`src/rtl/sos_detector_pkg.sv`:
```
// Shared constants, letter accumulator type and letter decode for the SOS detector.
package sos_detector_pkg;

   localparam int unsigned DOT_MAX_DEF  = 1;
   localparam int unsigned DASH_MAX_DEF = 3;
   localparam int unsigned LGAP_DEF     = 3;
   localparam int unsigned WGAP_DEF     = 7;
   localparam int unsigned CNT_W_DEF    = 4;
   localparam int unsigned ELEM_W       = 3;

   localparam logic [1:0] L_OTHER = 2'b00;
   localparam logic [1:0] L_S     = 2'b01;
   localparam logic [1:0] L_O     = 2'b10;

   localparam logic [1:0] SEQ_IDLE = 2'b00;
   localparam logic [1:0] SEQ_S    = 2'b01;
   localparam logic [1:0] SEQ_SO   = 2'b10;

   typedef struct packed {
      logic [ELEM_W-1:0] elems;
      logic [ELEM_W-1:0] dots;
      logic [ELEM_W-1:0] dashes;
      logic              bad;
   } letter_acc_t;

   // Three clean dots make S, three clean dashes make O, anything else is OTHER.
   function automatic logic [1:0] classify_letter(input letter_acc_t acc);
      if (!acc.bad && acc.dots == ELEM_W'(3) && acc.dashes == ELEM_W'(0))
         return L_S;
      if (!acc.bad && acc.dashes == ELEM_W'(3) && acc.dots == ELEM_W'(0))
         return L_O;
      return L_OTHER;
   endfunction

endpackage

```
`src/rtl/sos_detector_if.sv`:
```
// Serial Morse input and letter/detection outputs of the SOS detector.
interface sos_detector_if;
   logic       data_in;
   logic       letter_valid;
   logic [1:0] letter_code;
   logic       detected;
   logic [1:0] seq_state;

   modport master (output data_in, input letter_valid, input letter_code,
                   input detected, input seq_state);
   modport slave  (input data_in, output letter_valid, output letter_code,
                   output detected, output seq_state);
endinterface

```
`src/rtl/sos_detector_classifier.sv`:
```
// Run-length counter on the serial line; strobes dot/dash/bad elements and gaps.
module sos_detector_classifier
   import sos_detector_pkg::*;
#(
   parameter int unsigned DOT_MAX  = DOT_MAX_DEF,
   parameter int unsigned DASH_MAX = DASH_MAX_DEF,
   parameter int unsigned LGAP     = LGAP_DEF,
   parameter int unsigned WGAP     = WGAP_DEF,
   parameter int unsigned CNT_W    = CNT_W_DEF
) (
   input  logic clk,
   input  logic rst,
   input  logic data,
   output logic elem_valid_c,
   output logic elem_is_dash_c,
   output logic elem_bad_c,
   output logic letter_gap_c,
   output logic word_gap_c
);

   localparam logic [CNT_W-1:0] CNT_MAX = {CNT_W{1'b1}};

   logic             prev;
   logic [CNT_W-1:0] cnt;
   logic [CNT_W-1:0] cnt_next;
   logic             fall;

   // cnt is the length of the run of 'prev' values seen so far
   always_comb begin
      cnt_next = CNT_W'(1);
      if (data == prev)
         cnt_next = (cnt == CNT_MAX) ? cnt : cnt + CNT_W'(1);
   end

   assign fall           = prev & ~data;
   assign elem_valid_c   = fall;
   assign elem_bad_c     = fall && (cnt > CNT_W'(DASH_MAX));
   assign elem_is_dash_c = fall && (cnt > CNT_W'(DOT_MAX)) && !(cnt > CNT_W'(DASH_MAX));
   assign letter_gap_c   = !data && (cnt_next == CNT_W'(LGAP));
   assign word_gap_c     = !data && (cnt_next == CNT_W'(WGAP));

   // Low count preset saturated so no gap strobe follows reset
   always_ff @(posedge clk) begin
      if (rst) begin
         prev <= 1'b0;
         cnt  <= CNT_MAX;
      end else begin
         prev <= data;
         cnt  <= cnt_next;
      end
   end

endmodule

```
`src/rtl/sos_detector.sv`:
```
// Assembles Morse elements into letters and pulses detected on S,O,S.
module sos_detector
   import sos_detector_pkg::*;
#(
   parameter int unsigned DOT_MAX  = DOT_MAX_DEF,
   parameter int unsigned DASH_MAX = DASH_MAX_DEF,
   parameter int unsigned LGAP     = LGAP_DEF,
   parameter int unsigned WGAP     = WGAP_DEF,
   parameter int unsigned CNT_W    = CNT_W_DEF
) (
   input  logic         clk,
   input  logic         rst,
   sos_detector_if.slave bus
);

   logic        elem_valid_c;
   logic        elem_is_dash_c;
   logic        elem_bad_c;
   logic        letter_gap_c;
   logic        word_gap_c;

   letter_acc_t acc_q, acc_d;
   logic [1:0]  seq_q, seq_d;
   logic        close_c;
   logic [1:0]  code_c;
   logic        det_c;
   logic        letter_valid_q;
   logic [1:0]  letter_code_q;
   logic        detected_q;

   sos_detector_classifier #(
      .DOT_MAX  (DOT_MAX),
      .DASH_MAX (DASH_MAX),
      .LGAP     (LGAP),
      .WGAP     (WGAP),
      .CNT_W    (CNT_W)
   ) u_classifier (
      .clk            (clk),
      .rst            (rst),
      .data           (bus.data_in),
      .elem_valid_c   (elem_valid_c),
      .elem_is_dash_c (elem_is_dash_c),
      .elem_bad_c     (elem_bad_c),
      .letter_gap_c   (letter_gap_c),
      .word_gap_c     (word_gap_c)
   );

   // Letter accumulation; element count saturates at 4 and the 4th marks it bad
   always_comb begin
      acc_d   = acc_q;
      close_c = letter_gap_c && (acc_q.elems != ELEM_W'(0));
      code_c  = classify_letter(acc_q);
      if (letter_gap_c) begin
         acc_d = '0;
      end else if (elem_valid_c) begin
         if (acc_q.elems >= ELEM_W'(3) || elem_bad_c)
            acc_d.bad = 1'b1;
         if (acc_q.elems != ELEM_W'(4)) begin
            acc_d.elems = acc_q.elems + ELEM_W'(1);
            if (!elem_bad_c && elem_is_dash_c)
               acc_d.dashes = acc_q.dashes + ELEM_W'(1);
            else if (!elem_bad_c)
               acc_d.dots = acc_q.dots + ELEM_W'(1);
         end
      end
   end

   // Sequence FSM next state; a word gap always returns to idle
   always_comb begin
      seq_d = seq_q;
      det_c = 1'b0;
      if (word_gap_c) begin
         seq_d = SEQ_IDLE;
      end else if (close_c) begin
         case (seq_q)
            SEQ_IDLE: seq_d = (code_c == L_S) ? SEQ_S : SEQ_IDLE;
            SEQ_S: begin
               if (code_c == L_O)      seq_d = SEQ_SO;
               else if (code_c == L_S) seq_d = SEQ_S;
               else                    seq_d = SEQ_IDLE;
            end
            SEQ_SO: begin
               if (code_c == L_S) begin
                  seq_d = SEQ_S;
                  det_c = 1'b1;
               end else begin
                  seq_d = SEQ_IDLE;
               end
            end
            default: seq_d = SEQ_IDLE;
         endcase
      end
   end

   always_ff @(posedge clk) begin
      if (rst) begin
         acc_q          <= '0;
         seq_q          <= SEQ_IDLE;
         letter_valid_q <= 1'b0;
         letter_code_q  <= L_OTHER;
         detected_q     <= 1'b0;
      end else begin
         acc_q          <= acc_d;
         seq_q          <= seq_d;
         letter_valid_q <= close_c;
         letter_code_q  <= close_c ? code_c : L_OTHER;
         detected_q     <= det_c;
      end
   end

   assign bus.letter_valid = letter_valid_q;
   assign bus.letter_code  = letter_code_q;
   assign bus.detected     = detected_q;
   assign bus.seq_state    = seq_q;

endmodule

```
`src/flat_wrapper.sv`:
```
// flat-port wrapper written by rule: the top's interface ports become plain ports
module sos_detector_flat import sos_detector_pkg::*;
#(
   parameter int unsigned DOT_MAX  = DOT_MAX_DEF,
   parameter int unsigned DASH_MAX = DASH_MAX_DEF,
   parameter int unsigned LGAP     = LGAP_DEF,
   parameter int unsigned WGAP     = WGAP_DEF,
   parameter int unsigned CNT_W    = CNT_W_DEF
)
  (clk, rst, bus_data_in, bus_letter_valid, bus_letter_code, bus_detected, bus_seq_state);
  sos_detector_if bus_i ();
  input  logic clk;
  input  logic rst;
  input wire logic [$bits(bus_i.data_in)-1:0] bus_data_in;
  output wire logic [$bits(bus_i.letter_valid)-1:0] bus_letter_valid;
  output wire logic [$bits(bus_i.letter_code)-1:0] bus_letter_code;
  output wire logic [$bits(bus_i.detected)-1:0] bus_detected;
  output wire logic [$bits(bus_i.seq_state)-1:0] bus_seq_state;
  assign bus_i.data_in = bus_data_in;
  assign bus_letter_valid = bus_i.letter_valid;
  assign bus_letter_code = bus_i.letter_code;
  assign bus_detected = bus_i.detected;
  assign bus_seq_state = bus_i.seq_state;
  sos_detector #(.DOT_MAX(DOT_MAX), .DASH_MAX(DASH_MAX), .LGAP(LGAP), .WGAP(WGAP), .CNT_W(CNT_W)) u_core (.clk(clk), .rst(rst), .bus(bus_i));
endmodule
```
`config.mk`:
```
export PLATFORM = sky130hd
export DESIGN_NAME = sos_detector_flat
export DESIGN_NICKNAME = d
export VERILOG_FILES = /design/src/rtl/sos_detector_pkg.sv /design/src/rtl/sos_detector_if.sv /design/src/rtl/sos_detector_classifier.sv /design/src/rtl/sos_detector.sv /design/src/flat_wrapper.sv
export SDC_FILE = /design/constraint.sdc
export NUM_CORES = 1
export LEC_CHECK = 0
export ABC_AREA = 0
export BUFFER_PORTS_ARGS = -buffer_cell sky130_fd_sc_hd__buf_2
export CAP_MARGIN = 30
export CORE_UTILIZATION = 57
export DETAILED_ROUTE_END_ITERATION = 10
export PLACE_DENSITY = 0.76
export SETUP_SLACK_MARGIN = 0.1
export SYNTH_ARGS = -nofsm -noshare
export SYNTH_HDL_FRONTEND = slang
export SYNTH_HIERARCHICAL = 1
export SYNTH_SLANG_ARGS = --single-unit
```
`constraint.sdc`:
```
create_clock -name clk -period 1.8 [get_ports clk]
set_input_delay 0.27 -clock clk [delete_from_list [all_inputs] [get_ports clk]]
set_output_delay 0.27 -clock clk [all_outputs]
set_load 0.02 [all_outputs]
```
==> metrics <==
input/output buffers=8; growth of design area from synthesis to finish=19.6%; net count after synthesis=143; clock tree from TritonCTS=built; highest clock frequency the design can meet=606 MHz; shortest period the worst path allows=1.65 ns; Total GRT Usage=21.9%; Critical Path Max Stage Delay=0.34 ns; half-perimeter wire length after detailed placement=1.58 mm; Synth async-reset ratio=0%; die outline area=2190 µm²; Slew headroom=68.7%; Sw Share=27.7%; Post-Layout Inst Area=1370 µm²; number of DRC violations after detailed-routing iteration 0=17; Setup Viol. Count Final=0; startpoint kind of the worst setup timing path=register; ordered list of cells on the worst path=ha_4 -> o21ai_1 -> a31oi_1 -> nor2_1 -> or2_4 -> buf_12 -> nor3_2; slowest cell on the critical path=sky130_fd_sc_hd__dfxtp_2; cell-internal power=652 µW; Die Width=46.8 µm; count of flip-flops with a built-in enable after synthesis=0; synthesized instance count=127; Finished Core Util=75.9%; Leak=0.000587 µW; share of the cycle needed by the critical path after routing=91.7%; synthesized area divided by synthesized cell count=9.00 µm²; GPL Wtd Cong=0.877; portion of total power attributed to the clock network=24.7%; Clock Tree Buf Depth=2; Congestion Overflow GR=0; Core Rows=15; portion of the post-synthesis area used by sequential elements=36.8%; Worst Path Class, Setup=reg2reg; total number of nets in the final design=163; number of max-cap violations=0; Fin. Hold Viols=0; worst endpoint required time=2.04 ns; via count of the first global-routing pass=863; clock-pin slew of the registers on the worst-case setup and hold paths=0.11 ns; number of vias after detailed routing=927; total number of yosys warnings=6; share of total power in sequential cells=57.2%; Post-Route WL=2.18 mm; area of the mapped netlist=1140 µm²; Seq cells post-synth=21; arrival time at the worst endpoint=1.89 ns; setup skew after layout=0.00241 ns; fraction of final layout cells with drive strength greater than 1=30.1%; most common flop cell mapped by yosys=sky130_fd_sc_hd__dfxtp_1; post-layout total power=902 µW; number of sinks on the clock net=21; placed standard-cell area=1260 µm²; average wire per cell in the routed design=12.8 µm; total iterations of the first detailed-routing run=4; number of buffers inserted during clock tree synthesis=3; number of design rule violations left after detail routing=0; Die Ht=46.8 µm; H-tree depth=1; clock latency reported for the late side of the worst-skew pair=0.30 ns; Peak supply drop=0.504 mV; number of nets with antenna violations after routing=0; global-route wire length before repair=3.44 mm; starting density of the core=63.5%; Worst setup EP type=register; CP top delay family=simple AND/OR/NAND/NOR gates; number of top-level design ports=9; switching power=250 µW; run status=completed; buffers and inverters on the worst path=1; count of distinct cell types in the synthesized netlist=40; core region area=1800 µm²; Power Dens Cells=660 nW/µm²; maximum number of pins on one net before global-route repair=13; clock root buffer master=sky130_fd_sc_hd__clkbuf_4; fin. max-slew vios=0; RSZ-0062 raised after global routing=yes; initial antenna violation count=0; Vias/cell=5.42; transition time at the pin with the least slew margin=0.468 ns; combinational share of power=18.1%; largest fanout of any net on the critical path=5; Diodes inserted=0; type of the tightest min-delay check=in2reg
through the flow:
step / hold slack [ns] / setup slack [ns] / TNS [ns] / std cells
floorplan: 0.337 / 0.146 / 0 / 127
global placement: 0.480 / 0.0295 / 0 / 164
detailed placement: 0.483 / -0.00642 / -0.00642 / 164
CTS: 0.211 / 0.102 / 0 / 168
global route: 0.260 / 0.0366 / 0 / 171
finish: 0.247 / 0.149 / 0 / 171
power by group through the flow:
stage / Sequential [µW] / Clock [µW] / Combinational, µW
after floorplan: 513 / 0 / 97.4
after global placement: 518 / 0 / 126
after detailed placement: 519 / 0 / 131
after CTS: 509 / 232 / 133
after global routing: 519 / 244 / 180
final: 516 / 223 / 164
routing by layer:
layer | vias up | routed length (µm) | track usage, %
met5 | - | 0 | 0
met2 | 26 | 1050 | 38.1
met3 | 4 | 64 | 3.08
met4 | 0 | 27 | 12.0
met1 | 422 | 1040 | 25.8
li1 | 475 | - | -
cells in the final DEF, fill, tap and decap left out, types with 2 or more instances in the layout:
cell type                   n
sky130_fd_sc_hd__nand3_2    3
sky130_fd_sc_hd__nand2_1    7
sky130_fd_sc_hd__nor3_2     2
sky130_fd_sc_hd__clkbuf_4   3
sky130_fd_sc_hd__a21o_1     2
sky130_fd_sc_hd__nor2_1     7
sky130_fd_sc_hd__and3_2     2
sky130_fd_sc_hd__ha_4       2
sky130_fd_sc_hd__ha_1      11
sky130_fd_sc_hd__a21oi_2    4
sky130_fd_sc_hd__o21ai_0    3
sky130_fd_sc_hd__buf_4      7
sky130_fd_sc_hd__nand4_1    2
sky130_fd_sc_hd__nand2b_1   2
sky130_fd_sc_hd__dfxtp_1   18
sky130_fd_sc_hd__dfxtp_2    2
sky130_fd_sc_hd__buf_2      8
sky130_fd_sc_hd__nor3_1     3
sky130_fd_sc_hd__inv_1     16
sky130_fd_sc_hd__and2_1     3
sky130_fd_sc_hd__a21oi_1    7
sky130_fd_sc_hd__and3_1     2
sky130_fd_sc_hd__nand3_1    4
logic make-up after synthesis:
kind of cell	after synthesis	synth area share, %
compound gates	27	17.1
xor+xnor	1	0.766
fa+ha+maj	13	14.2
simple gates	47	24.5
flops	21	36.8
buf+inv	18	6.67
final timing paths:
| kind | from | to | slack, ns | cells after the start |
|---|---|---|---|---|
| setup reg to reg | u_core/u_classifier/prev | u_core/acc_q[6] | 0.15 | 7 |
| hold / removal | rst | u_core/u_classifier/prev | 0.25 | 2 |
| hold reg to reg | u_core/acc_q[8] | u_core/acc_q[8] | 0.50 | 2 |
| setup / recovery | u_core/u_classifier/prev | u_core/acc_q[6] | 0.15 | 7 |
Yosys cell counts, drive strengths merged, types with 2 or more instances:
master | n | share of area (%)
a21o | 2 | 1.3
a21oi | 11 | 6.1
and2 | 3 | 1.6
and3 | 4 | 2.4
buf | 2 | 1.4
dfxtp | 21 | 37
ha | 13 | 14
inv | 16 | 5.3
nand2 | 7 | 2.3
nand2b | 2 | 1.1
nand3 | 7 | 4.4
nand4 | 2 | 1.1
nor2 | 8 | 2.6
nor3 | 5 | 3.1
o21ai | 4 | 1.8
or2 | 2 | 1.1
state kept, by name, indices dropped and copies added, names as in the netlist:
name and count:
u_core/acc_q 10, u_core/u_classifier/cnt 4, u_core/bus.letter_code 2, u_core/bus.seq_state 2, u_core/bus.detected 1, u_core/bus.letter_valid 1, u_core/u_classifier/prev 1
what timing repair did:
item / 4_1_cts / 5_1_grt
setup endpoints to repair: 11 / 16
hold buffers: 0 / 0
setup buffers: 0 / 2
endpoints found under the hold margin: 0 / 0
pin swaps: 0 / 5
gates resized for setup: 2 / 10
cloned: 0 / 1
area by class of cell:
| class | instances | area [µm²] |
|---|---|---|
| Tap cell | 25 | 31.3 |
| Clock inverter | 1 | 5.00 |
| Timing Repair Buffer | 17 | 138 |
| Multi-Input combinational cell | 88 | 684 |
| Fill cell | 136 | 434 |
| Sequential cell | 21 | 427 |
| Clock buffer | 3 | 22.5 |
| Inverter | 16 | 60.1 |
Note: power is estimated with default switching activity, not from simulation.
